**src/rtl/mem_bus_arbiter.sv**
```systemverilog
// mem_bus_arbiter
//   Shares one external memory port between the instruction fetch bus (ibus)
//   and the load/store bus (dbus). One transaction is in flight at a time.
//   The winner's request fields are latched at grant, and the memory response
//   is registered back to the winner as a single-cycle ok pulse.
//   Dbus has priority. A starvation counter forces an ibus grant after
//   STARVE_LIMIT consecutive dbus grants that were made while ibus was waiting.
//
// Ports
//   clk, reset          core clock, async active-low reset
//   i_valid/i_addr      fetch read request (held until i_ok)
//   i_ok/i_data         fetch completion pulse + instruction word
//   d_valid/d_addr/
//   d_size/d_strobe/
//   d_wdata             load/store request (held until d_ok)
//   d_ok/d_data         load/store completion pulse + raw 64-bit beat
//   m_valid/m_addr/
//   m_size/m_strobe/
//   m_wdata             latched request to memory (held until m_ok)
//   m_ok/m_data         memory completion + read data
//
// state  | meaning
// IDLE   | arbitrate between pending requests
// BUSY_I | ibus transaction outstanding at memory
// BUSY_D | dbus transaction outstanding at memory
// RESP   | ok pulse to the winner; forced idle bubble follows
module mem_bus_arbiter #(
  parameter int unsigned STARVE_LIMIT = 4
) (
  input  logic        clk,
  input  logic        reset,
  input  logic        i_valid,
  input  logic [63:0] i_addr,
  output logic        i_ok,
  output logic [31:0] i_data,
  input  logic        d_valid,
  input  logic [63:0] d_addr,
  input  logic [2:0]  d_size,
  input  logic [7:0]  d_strobe,
  input  logic [63:0] d_wdata,
  output logic        d_ok,
  output logic [63:0] d_data,
  output logic        m_valid,
  output logic [63:0] m_addr,
  output logic [2:0]  m_size,
  output logic [7:0]  m_strobe,
  output logic [63:0] m_wdata,
  input  logic        m_ok,
  input  logic [63:0] m_data
);

  localparam logic [3:0] LIMIT = 4'(STARVE_LIMIT);

  typedef enum logic [1:0] {
    IDLE   = 2'd0,
    BUSY_I = 2'd1,
    BUSY_D = 2'd2,
    RESP   = 2'd3
  } state_t;

  state_t      state_q, state_d;
  logic [3:0]  starve_cnt_q, starve_cnt_d;
  logic        m_valid_q, m_valid_d;
  logic [63:0] m_addr_q, m_addr_d;
  logic [2:0]  m_size_q, m_size_d;
  logic [7:0]  m_strobe_q, m_strobe_d;
  logic [63:0] m_wdata_q, m_wdata_d;
  logic        i_ok_q, i_ok_d;
  logic [31:0] i_data_q, i_data_d;
  logic        d_ok_q, d_ok_d;
  logic [63:0] d_data_q, d_data_d;

  always_ff @(posedge clk or negedge reset) begin
    if (!reset) begin
      state_q      <= IDLE;
      starve_cnt_q <= '0;
      m_valid_q    <= 1'b0;
      m_addr_q     <= '0;
      m_size_q     <= '0;
      m_strobe_q   <= '0;
      m_wdata_q    <= '0;
      i_ok_q       <= 1'b0;
      i_data_q     <= '0;
      d_ok_q       <= 1'b0;
      d_data_q     <= '0;
    end else begin
      state_q      <= state_d;
      starve_cnt_q <= starve_cnt_d;
      m_valid_q    <= m_valid_d;
      m_addr_q     <= m_addr_d;
      m_size_q     <= m_size_d;
      m_strobe_q   <= m_strobe_d;
      m_wdata_q    <= m_wdata_d;
      i_ok_q       <= i_ok_d;
      i_data_q     <= i_data_d;
      d_ok_q       <= d_ok_d;
      d_data_q     <= d_data_d;
    end
  end

  always_comb begin
    state_d      = state_q;
    starve_cnt_d = starve_cnt_q;
    m_valid_d    = m_valid_q;
    m_addr_d     = m_addr_q;
    m_size_d     = m_size_q;
    m_strobe_d   = m_strobe_q;
    m_wdata_d    = m_wdata_q;
    i_ok_d       = 1'b0;
    i_data_d     = i_data_q;
    d_ok_d       = 1'b0;
    d_data_d     = d_data_q;

    unique case (state_q)
      IDLE: begin
        // dbus wins unless ibus is also waiting and has been passed over
        // STARVE_LIMIT times in a row.
        if (d_valid && (!i_valid || (starve_cnt_q < LIMIT))) begin
          state_d    = BUSY_D;
          m_valid_d  = 1'b1;
          m_addr_d   = d_addr;
          m_size_d   = d_size;
          m_strobe_d = d_strobe;
          m_wdata_d  = d_wdata;
          // Only a dbus win over a waiting ibus counts towards starvation.
          if (i_valid) begin
            starve_cnt_d = starve_cnt_q + 4'd1;
          end
        end else if (i_valid) begin
          state_d      = BUSY_I;
          starve_cnt_d = '0;
          m_valid_d    = 1'b1;
          m_addr_d     = i_addr;
          m_size_d     = 3'd2;
          m_strobe_d   = 8'h00;
          m_wdata_d    = '0;
        end
      end
      BUSY_I: begin
        if (m_ok) begin
          state_d   = RESP;
          m_valid_d = 1'b0;
          i_ok_d    = 1'b1;
          // Pick the 32-bit half of the beat that holds the fetched word.
          i_data_d  = m_addr_q[2] ? m_data[63:32] : m_data[31:0];
        end
      end
      BUSY_D: begin
        if (m_ok) begin
          state_d   = RESP;
          m_valid_d = 1'b0;
          d_ok_d    = 1'b1;
          d_data_d  = m_data;
        end
      end
      RESP: begin
        state_d = IDLE;
      end
      default: begin
        state_d = IDLE;
      end
    endcase
  end

  assign m_valid  = m_valid_q;
  assign m_addr   = m_addr_q;
  assign m_size   = m_size_q;
  assign m_strobe = m_strobe_q;
  assign m_wdata  = m_wdata_q;
  assign i_ok     = i_ok_q;
  assign i_data   = i_data_q;
  assign d_ok     = d_ok_q;
  assign d_data   = d_data_q;

endmodule
```
**config.mk**
```make
export PLATFORM = sky130hd
export DESIGN_NAME = mem_bus_arbiter
export DESIGN_NICKNAME = d
export VERILOG_FILES = /design/src/rtl/mem_bus_arbiter.sv
export SDC_FILE = /design/constraint.sdc
export NUM_CORES = 1
export LEC_CHECK = 0
export CORE_AREA = 2 2 199 201
export DETAILED_ROUTE_END_ITERATION = 8
export DIE_AREA = 0 0 201 203
export PLACE_DENSITY_LB_ADDON = 0.05
export SLEW_MARGIN = 20
export SYNTH_ARGS = -nofsm -noshare
export SYNTH_HDL_FRONTEND = slang
export SYNTH_SLANG_ARGS = --single-unit
```
**constraint.sdc**
```tcl
create_clock -name clk -period 3.2 [get_ports clk]
set_input_delay 0.48 -clock clk [delete_from_list [all_inputs] [get_ports clk]]
set_output_delay 0.48 -clock clk [all_outputs]
set_load 0.005 [all_outputs]
```
* Word-level counts from Yosys, hierarchy flattened
Cells that the tools add are included.
Storage, ports and cells: bits of input ports 272, output and inout port bits 238, flip-flop bits (word level) 244, word-level logic and storage cells 54
Operators by class: reductions and logical operators 13, equality and inequality tests 5, add/subtract/negate cells 1, muxes and demuxes 23, $lt $le $gt $ge 1
Operators by type and width (count):
- $mux W64 | 4
- $mux W32 | 1
- $mux W8 | 2
- $mux W4 | 3
- $reduce_and A2 Y1 | 5
- $mux W1 | 6
- $mux W2 | 3
- $mux W3 | 2
- $pmux W2 S3 | 1
- $add A4 B1 Y4 const B | 1
- $eq A2 B2 Y1 const B | 2
- $lt A4 B3 Y1 const B | 1
- $reduce_bool A2 Y1 | 2
- $ne A3 B3 Y1 const B | 1
- $reduce_and A3 Y1 | 1
- $eq A2 B1 Y1 const B | 1
- $logic_not A2 Y1 | 1
- $ne A2 B1 Y1 const B | 1
- $pmux W1 S2 | 1
- $reduce_or A2 Y1 | 1
- $logic_and A1 B1 Y1 | 1
- $logic_not A1 Y1 | 1
- $logic_or A1 B1 Y1 | 1

* Longest topological paths before layout
Gate-level depths: netlist of run 1.
depth in word-level cells 5, gate-level depth with buffers 8, gate-level depth less buffers 5

* Worst setup path before layout of run 1
Ideal clock, no wire load.
path kind flip-flop to flip-flop, from register state_q[0], to register state_q[0], cell stages (with the launch flop) 6, path slack 1.646 ns, data arrival time 1.430 ns, period minus slack after synthesis 1.554 ns, data required time 3.075 ns, path buffers 0, setup time 0.125 ns, path through dfrtp_1 inv_1 ha_1 nor2b_1 a21oi_1 mux2_2
Between the ends: cells in the longest elaborated chain, start to end 4, elaborated cells on any way between the ends 9, classes of those cells eq/ne: 5; mux: 1; reduce/logical: 3
Ends and longest elaborated chain:
- start, declared | line 61 | state_t state_q, state_d;
- start signal, assigned | line 87 | state_q <= state_d;
- $eq A2 B2 Y1 or $eq A2 B1 Y1 (tied branches) | line 114 | unique case (state_q)
- $reduce_or A2 Y1 (no line)
- $ne A2 B1 Y1 (no line)
- $reduce_and A2 Y1 (no line)
Parallel ways exist; a longest one is shown, timed or not. A chain may end at the register's enable or synchronous reset.

* Worst setup path after layout of run 1
from register state_q[0], to register m_addr_q[48] (netlist: m_addr[48])
Between the ends: cells in the longest elaborated chain, start to end 2
Ends and longest elaborated chain:
- $logic_not A2 Y1 | line 114
- $reduce_and A2 Y1 (no line)
- end signal, assigned | line 90 | m_addr_q <= m_addr_d;
- end, declared | line 64 | logic [63:0] m_addr_q, m_addr_d;
No other way between the ends.

==> results of run 1 <==
## power by group through the flow
| stage | logic [W] | registers, W | clock network, W |
|---|---|---|---|
| 6_report | 0.00694 | 0.00519 | 0.00344 |
| 4_1_cts | 0.00709 | 0.00520 | 0.00357 |
| 3_5_place_dp | 0.00708 | 0.00523 | 0 |
| 5_1_grt | 0.00755 | 0.00537 | 0.00369 |
| 2_1_floorplan | 0.00285 | 0.00530 | 0 |
| 3_3_place_gp | 0.00703 | 0.00521 | 0 |
## metal layers
metal  share of wire (%)  track usage, %  vias up
li1                    -               -     4439
met1                  41            23.0     4504
met2                  48            32.7      343
met3                 8.9            7.00       49
met4                 2.1            5.53        4
met5               0.059               0        -
## cells in the final DEF (no fill, tap or decap), drive strengths merged, types with 2 or more instances in the layout
cell / netlist / layout
nor2b: 2 / 2
inv: 5 / 6
clkdlybuf4s50: 0 / 507
clkbuf: 22 / 47
ha: 6 / 6
nor2: 36 / 36
o21ai: 79 / 79
clkinv: 0 / 4
and2: 2 / 2
a31oi: 2 / 2
mux2i: 34 / 34
diode: 0 / 6
mux2: 65 / 65
nand4: 65 / 65
a21oi: 34 / 34
buf: 65 / 22
o211ai: 64 / 64
dfrtp: 244 / 244
nand2: 282 / 282
## path summary, 6_finish.rpt
kind,startpoint,end,slack (ns),depth (start not counted)
max in group asynchronous,reset,m_strobe[6]$_DFFE_PN0P_,1.88,3
max,state_q[0]$_DFFE_PN0P_,m_addr[48]$_DFFE_PN0P_,1.0,6
min in group asynchronous,reset,m_wdata[32]$_DFFE_PN0P_,0.51,2
min,d_wdata[57],m_wdata[57]$_DFFE_PN0P_,0.46,3
max reg2reg,state_q[0]$_DFFE_PN0P_,m_addr[48]$_DFFE_PN0P_,1.0,6
min reg2reg,m_wdata[4]$_DFFE_PN0P_,m_wdata[4]$_DFFE_PN0P_,0.48,2
## area by class of cell
class	count	area, sq um
antenna	6	15.0
clock buffer	47	956
clock inverter	6	61.3
fill	3768	21200
inverter	5	18.8
multi-input combinational	675	4150
sequential	244	6110
tap	518	648
timing repair buffer	530	5340
## what timing repair did
item,in CTS,in global routing
endpoints found under the hold margin,65,0
hold buffers,1,0
endpoints found under the setup margin,0,0
## critical path, cell delays in order (launching register included)
cell and delay [ns]:
dfrtp_1 0.41, inv_1 0.12, ha_2 0.55, o21a_4 0.23, buf_4 0.43, nand2_1 0.19
o211ai_2 0.16
## cells by family after synthesis
kind of cell,share of synthesized area (%)
compound gates,12.6
fa+ha+maj,0.700
simple gates,15.2
flops,56.9
buf+inv,4.60
mux,10.0
## state kept, by name, summed over array words and instances, names as in the netlist
signal	cells
state_q	2
d_data	64
starve_cnt_q	4
m_wdata	64
m_size	3
i_ok	1
d_ok	1
i_data	32
m_strobe	8
m_addr	64
m_valid	1
## per-stage QoR
stage          setup WS (ns)  hold slack [ns]  area (sq um)
4_1_cts                0.940            0.422         17300
3_5_place_dp           0.604            0.470         16300
3_3_place_gp           0.602            0.462         16300
6_report               0.995            0.461         17300
5_1_grt                0.847            0.448         17300
2_1_floorplan           1.65            0.184         10700
==> flow_summary.toml, run 1 <==
[die]
core_area_sq_um = 38500
num_rows = 72
die_h_um = 203
initial_core_util_pct = 27.9
die_w_um = 201
die_area_sq_um = 40800
ios = 510

[logic_synthesis]
synthTopCellsByArea = "dfrtp_1 57%, nand2_1 9.9%, mux2_2 6.8%"
synth_cell_types = 28
synth_edf_count = 0
syn_nets = 1289
yosysSeqAreaShare_pct = 56.9
synth_common_cells = "282 x nand2_1, 244 x dfrtp_1, 65 x mux2_2, 65 x nand4_1, 53 x o21ai_0"
synth-warning-count = 0
async_reset_ff_share_pct = 100
yosysMostFrequentCell = "nand2_1"
netlist_instances = 1011
synth_flop_cell = "dfrtp_1"
avgSynthCellArea_sq_um = 10.6
yosysTopAreaCellShare_pct = 56.9
synthesis.area_sq_um = 10700
synth-seq-cells = 244
synth.largest_area_cell = "dfrtp_1"

[pwr]
p_clk_share_pct = 22.1
intPower_w = 0.0105
p_per_area_nw_per_um2 = 900
power.total_w = 0.0156
p_sw_w = 0.00506
swShare_pct = 32.5
sequentialPowerShare_pct = 33.3
comb_power_share_pct = 44.6
p_leak_nw = 7.16
vdd_drop_max_mv = 0.555

[finish]
stdcell_count = 2031
fin_util_pct = 45.0
areaGrowthSynthToFinish_pct = 61.3
final_layout_size_suffix_gt1_share_pct = 12.9
final_nets = 1764

[cts]
cts_max_level = 1
cts_setup_buffers = 0
clkSinkCount = 244
cts_resized = 0
cts_tree = "done"
cts_inserted_buffers = 30
clock_latency_ns = 0.55
cts_buffer_depth = 3
cts-root-buf = "clkbuf_16"
clk_pin_slew_worst_paths_ns = 0.06

[timing]
fin_crit_ns = 2.20
rsz0062_at_grt = "false"
setup_violations = 0
fmax_mhz = 454
finClkSkew_ns = 0.0149
post-route-period-util_pct = 68.9
hold_violations = 0
slew_viol_final = 0
relSlewSlack_pct = 43.9
tightestPinTransition_ns = 0.841
fin_setup_tns_ns = 0

[global_routing]
grt_pass1_wl_mm = 61.1
grt_pass1_vias = 9686
grt-ovfl-total = 0
grt_max_degree = 105
gr-usage-all-layers_pct = 19.3
antenna_found_initial = 8

[route]
drc = 0
vias = 9339
wl_per_cell_um = 19.9
final_antenna_net_count = 0
drtIter0Drc = 390
drt-pass1-iter-count = 4
viasPerCell = 4.60
finalWirelength_mm = 40.4

[run_status]
outcome = "finished clean"

[job]
drv_cap = 0

[placed_design]
gp_congestion = 0.758
numPortBuffers = 509
dp_hpwl_mm = 28.3
post-place-cells = 1971

[worst_setup_path]
worstPathMaxFanout = 45
cp-end-kind = "flop"
path_class = "reg2reg"
startpoint_type = "flop"
required_ns = 3.66
arrival_ns = 2.67

[worst_hold_path]
hp-class = "in2reg"
(Power assumes the default switching activity.)
==> run 2: changes to the inputs <==
Settings changed: CORE_AREA 2 2 199 201 to 2 2 197 199, DIE_AREA 0 0 201 203 to 0 0 199 201.
Clock period 3.2 ns to 2.1 ns, I/O delays scaled along.
==> run 2 against run 1 <==
Utilization rose by 1.2 points. Non-clock buffer count rose by 24. First-iteration DRC count fell by 13%. Critical path type is now reg2out. Critical endpoint is now m_addr[15]. Largest power group unchanged.
==> flow_summary.toml, run 2 (same netlist as run 1, synthesis figures left out) <==
[run_status]
outcome = "finished clean"

[worst_setup_path]
path_depth = 1
max_stage_delay_ns = 0.58
required_ns = 1.78
path_cells = "clkdlybuf4s50_1"
endpoint = "m_addr[15]"
r2r.worst_path.cells = 6
r2r-end = "m_wdata[45]$_DFFE_PN0P_"
path_buf_inv = 1
path_class = "reg2out"
startpoint_type = "flop"
arrival_ns = 1.49
cp-end-kind = "output port"
cp_top_family = "buffers and inverters"
r2r_slack_ns = 0.32
worstPathMaxFanout = 2
critPathLaunch = "m_addr[15]$_DFFE_PN0P_"
cp_slowest_cell = "clkdlybuf4s50_1"
timing.rr.start = "state_q[1]$_DFFE_PN0P_"

[finish]
final_layout_size_suffix_gt1_share_pct = 14.1
final_nets = 1787
final_cell_mix = "507 x clkdlybuf4s50_1, 280 x nand2_1, 243 x dfrtp_1"
finalInstanceArea_sq_um = 17600
stdcell_count = 2053
layout_commonest_cell = "clkdlybuf4s50_1"
areaGrowthSynthToFinish_pct = 64.1
fin_util_pct = 46.2
fill_cells = 3686

[die]
die_w_um = 199
core_area_sq_um = 38100
ios = 510
die_h_um = 201
num_rows = 72
die_area_sq_um = 40000
initial_core_util_pct = 28.1

[pwr]
vdd_drop_max_mv = 0.614
p_per_area_nw_per_um2 = 1370
p_leak_nw = 7.32

[cts]
cts_inserted_buffers = 29
cts_tree = "done"
clock_latency_ns = 0.55
clk_pin_slew_worst_paths_ns = 0.06
cts_buffer_depth = 3
cts_setup_buffers = 0
cts_max_level = 1
cts-root-buf = "clkbuf_16"
clkSinkCount = 244

[timing]
tightestPinTransition_ns = 0.527
hold_violations = 0
relSlewSlack_pct = 64.8
finClkSkew_ns = 0.00889
fin_crit_ns = 1.80
fmax_mhz = 554
fin_setup_tns_ns = 0
post-route-period-util_pct = 85.9
rsz0062_at_grt = "false"
slew_viol_final = 0
setup_violations = 0
hold_ws_ns = 0.242

[global_routing]
grt_max_degree = 76
grt_pass1_vias = 9724
grt_pass1_wl_mm = 61.0
grt-ovfl-total = 0
gr-usage-all-layers_pct = 19.9
antenna_found_initial = 6

[job]
drv_cap = 0

[placed_design]
numPortBuffers = 509
dp_hpwl_mm = 29.4
gp_congestion = 0.794
placedInstanceArea_sq_um = 16600
post-place-cells = 1995

[route]
drc = 0
finalWirelength_mm = 40.8
final_antenna_net_count = 0
vias = 9465
wl_per_cell_um = 19.9
viasPerCell = 4.61
drt-pass1-iter-count = 4
drtIter0Drc = 340

[worst_hold_path]
hp-class = "in2reg"
==> run 2: changes by cell type in the layout (fill, tap and decap cells not counted), sizes merged <==
cell,delta
buf,+24
bufinv,+1
clkbuf,-1
clkinv,-2
==> run 2: worst reg2reg max path, delay by kind of cell (launching register included) <==
| family | cells | cell delay, ns |
|---|---|---|
| AO/OA/AOI/OAI | 2 | 0.38 |
| adder cells (fa/ha/maj) | 1 | 0.36 |
| buffers and inverters | 2 | 0.46 |
| flip-flops | 1 | 0.40 |
| AND/OR/NAND/NOR | 1 | 0.10 |
==> run 2: worst min path at each step <==
stage	start	endpoint	depth (start not counted)
global placement	reset	m_wdata[32]$_DFFE_PN0P_	1
detailed placement	reset	m_wdata[32]$_DFFE_PN0P_	1
floorplan	reset	d_data[0]$_DFFE_PN0P_	0
global route	d_valid	starve_cnt_q[0]$_DFFE_PN0P_	3
finish	d_valid	starve_cnt_q[0]$_DFFE_PN0P_	3
CTS	d_valid	starve_cnt_q[2]$_DFFE_PN0P_	3
==> run 2: per-layer routing <==
layer / share of wire, % / track usage (%) / up-vias
met3: 8.3 / 6.28 / 52
met5: 0 / 0 / -
met4: 2.5 / 5.17 / 0
met2: 49 / 34.2 / 330
met1: 41 / 24.0 / 4587
li1: - / - / 4496
==> run 2: where the power goes <==
group / total [W] / switching [W] / internal, W
sequential: 0.00795 / 0.00112 / 0.00683
combinational: 0.0110 / 0.00469 / 0.00630
clock: 0.00516 / 0.00201 / 0.00315
total: 0.0241 / 0.00783 / 0.0163
==> run 2: final cells by class <==
| type | instances | area, sq um | share of cell area, % |
|---|---|---|---|
| Multi-Input combinational cell | 675 | 4150 | 23.6 |
| Inverter | 5 | 18.8 | 0.107 |
| Clock buffer | 46 | 900 | 5.11 |
| Tap cell | 518 | 648 | 3.68 |
| Sequential cell | 244 | 6110 | 34.7 |
| Clock inverter | 5 | 78.8 | 0.448 |
| Timing Repair Buffer | 554 | 5690 | 32.3 |
| Antenna cell | 6 | 15.0 | 0.0853 |
==> run 2: timing repair <==
action	4_1_cts	5_1_grt
hold buffers	1	0
endpoints found under the hold margin	45	0
gates resized for setup	0	0
==> run 2: through the flow <==
stage          total power [W]  worst slack, ns
2_1_floorplan           0.0124            0.546
4_1_cts                 0.0245            0.244
6_report                0.0241            0.296
5_1_grt                 0.0257            0.124
3_5_place_dp            0.0192            0.189
3_3_place_gp            0.0191            0.232
==> run 3: changes to the inputs <==
Settings changed: RECOVER_POWER from default to 50.
==> run 3 against run 2 <==
Count of clock-buffer cells in the layout did not move. Final area is 0.70% lower. Clock skew grew 0.00061 ns. Largest power group unchanged. Register-to-register slack worse by 0.11 ns. Critical endpoint is now d_data[39]$_DFFE_PN0P_. Highest routed layer unchanged. Sequential power about the same. Cell count is the same.
==> flow_summary.toml, run 3 (same netlist as run 1, synthesis figures left out) <==
[cts]
cts_resized = 0
cts_inserted_buffers = 29
cts_setup_buffers = 0
cts_hold_buf = 1
clkSinkCount = 244
cts_buffer_depth = 3
cts_tree = "done"
clock_latency_ns = 0.55
cts-root-buf = "clkbuf_16"
clk_pin_slew_worst_paths_ns = 0.06
cts_max_level = 1

[route]
vias = 9442
viasPerCell = 4.60
drtIter0Drc = 327
drt-pass1-iter-count = 4
final_antenna_net_count = 0
wl_per_cell_um = 19.9
drc = 0
finalWirelength_mm = 40.8

[finish]
stdcell_count = 2053
final_layout_size_suffix_gt1_share_pct = 13.7
fill_cells = 3705
layout_commonest_cell = "clkdlybuf4s50_1"
final_nets = 1787
areaGrowthSynthToFinish_pct = 63.0
final_cell_mix = "483 x clkdlybuf4s50_1, 281 x nand2_1, 243 x dfrtp_1"

[timing]
fmax_mhz = 529
rsz0062_at_grt = "false"
setup_violations = 0
tightestPinTransition_ns = 0.885
slew_viol_final = 0
post-route-period-util_pct = 89.9
hold_violations = 0
fin_crit_ns = 1.89
fin_setup_tns_ns = 0
relSlewSlack_pct = 41.0
finClkSkew_ns = 0.00950

[worst_setup_path]
path_buf_inv = 3
max_stage_delay_ns = 0.39
timing.rr.start = "state_q[0]$_DFFE_PN0P_"
arrival_ns = 2.32
r2r-end = "d_data[39]$_DFFE_PN0P_"
cp_top_family = "buffers and inverters"
startpoint_type = "flop"
path_cells = "inv_1, ha_1, nand2_1, buf_12, clkbuf_2, mux2_2"
r2r.worst_path.cells = 6
cp_slowest_cell = "dfrtp_1"
r2r_slack_ns = 0.21
cp-end-kind = "flop"
worstPathMaxFanout = 28
required_ns = 2.53
path_class = "reg2reg"

[pwr]
p_per_area_nw_per_um2 = 1370
sequentialPowerShare_pct = 33.2
intPower_w = 0.0161
swShare_pct = 32.7
p_sw_w = 0.00781
comb_power_share_pct = 45.2
p_leak_nw = 7.27
p_clk_share_pct = 21.6
vdd_drop_max_mv = 0.616

[placed_design]
gp_congestion = 0.794
numPortBuffers = 509
post-place-cells = 1995
dp_hpwl_mm = 29.4

[die]
die_w_um = 199
num_rows = 72
die_area_sq_um = 40000
ios = 510
initial_core_util_pct = 28.1
core_area_sq_um = 38100
die_h_um = 201

[run_status]
outcome = "finished clean"

[job]
drv_cap = 0

[global_routing]
grt_max_degree = 76
grt_pass1_vias = 9724
antenna_found_initial = 6
gr-usage-all-layers_pct = 19.9
grt-ovfl-total = 0
grt_pass1_wl_mm = 61.0

[worst_hold_path]
whs_path_depth = 3
hp-class = "in2reg"
hold_path_end = "starve_cnt_q[0]$_DFFE_PN0P_"
hold_path.startpoint = "d_valid"
[run 3: changes by cell type in the layout (fill, tap and decap cells not counted), sizes merged]
| cell | previous run | this run |
|---|---|---|
| buf | 46 | 32 |
| clkdlybuf4s50 | 507 | 483 |
| clkbuf | 46 | 60 |
| dlygate4sd3 | 1 | 25 |
[run 3: metrics by stage]
step / cell area, sq um / power (W) / worst slack (ns) / hold WS [ns] / util [%]
2_1_floorplan: 10700 / 0.0124 / 0.546 / 0.0194 / -
3_3_place_gp: 16600 / 0.0191 / 0.232 / 0.281 / 43.6
3_5_place_dp: 16600 / 0.0192 / 0.189 / 0.285 / 43.6
4_1_cts: 17600 / 0.0245 / 0.244 / 0.209 / 46.2
5_1_grt: 17500 / 0.0255 / 0.0749 / 0.241 / 45.9
6_report: 17500 / 0.0239 / 0.211 / 0.238 / 45.9
[run 3: metal layers]
| metal | global-route usage [%] | part of all wire, % | wire length [um] |
|---|---|---|---|
| met5 | 0 | 0 | 0 |
| met4 | 5.17 | 2.5 | 1010 |
| met3 | 6.28 | 8.4 | 3410 |
| met2 | 34.2 | 49 | 19900 |
| met1 | 24.0 | 40 | 16500 |
[run 3: power groups by stage]
stage	clock, W	combinational (W)	sequential (W)
after floorplan	0	0.00435	0.00808
after global placement	0	0.0111	0.00797
after detailed placement	0	0.0112	0.00800
after CTS	0.00533	0.0112	0.00797
after global routing	0.00553	0.0118	0.00821
final	0.00516	0.0108	0.00794
[run 3: final cells by class]
type	instances	area (sq um)	share of cell area [%]
multi-input combinational	675	4150	23.7
clock inverter	5	78.8	0.451
tap	518	648	3.71
clock buffer	46	900	5.15
timing repair buffer	554	5570	31.8
sequential	244	6110	34.9
antenna	6	15.0	0.0859
inverter	5	18.8	0.107
[run 3: worst max-delay path by stage]
stage,cells after the start,slack [ns],start,end
6_report,6,0.21,state_q[0]$_DFFE_PN0P_,d_data[39]$_DFFE_PN0P_
3_5_place_dp,6,0.19,i_valid,m_addr[30]$_DFFE_PN0P_
3_3_place_gp,6,0.23,i_valid,m_wdata[43]$_DFFE_PN0P_
4_1_cts,1,0.24,m_valid$_DFFE_PN0P_,m_valid
5_1_grt,6,0.07,state_q[1]$_DFFE_PN0P_,i_data[13]$_DFFE_PN0P_
2_1_floorplan,5,0.55,state_q[0]$_DFFE_PN0P_,state_q[0]$_DFFE_PN0P_
[run 3: tightest hold or removal path, stage by stage]
cell and delay (ns):
buf_2 0.21, nand4_1 0.15, o21ai_0 0.07
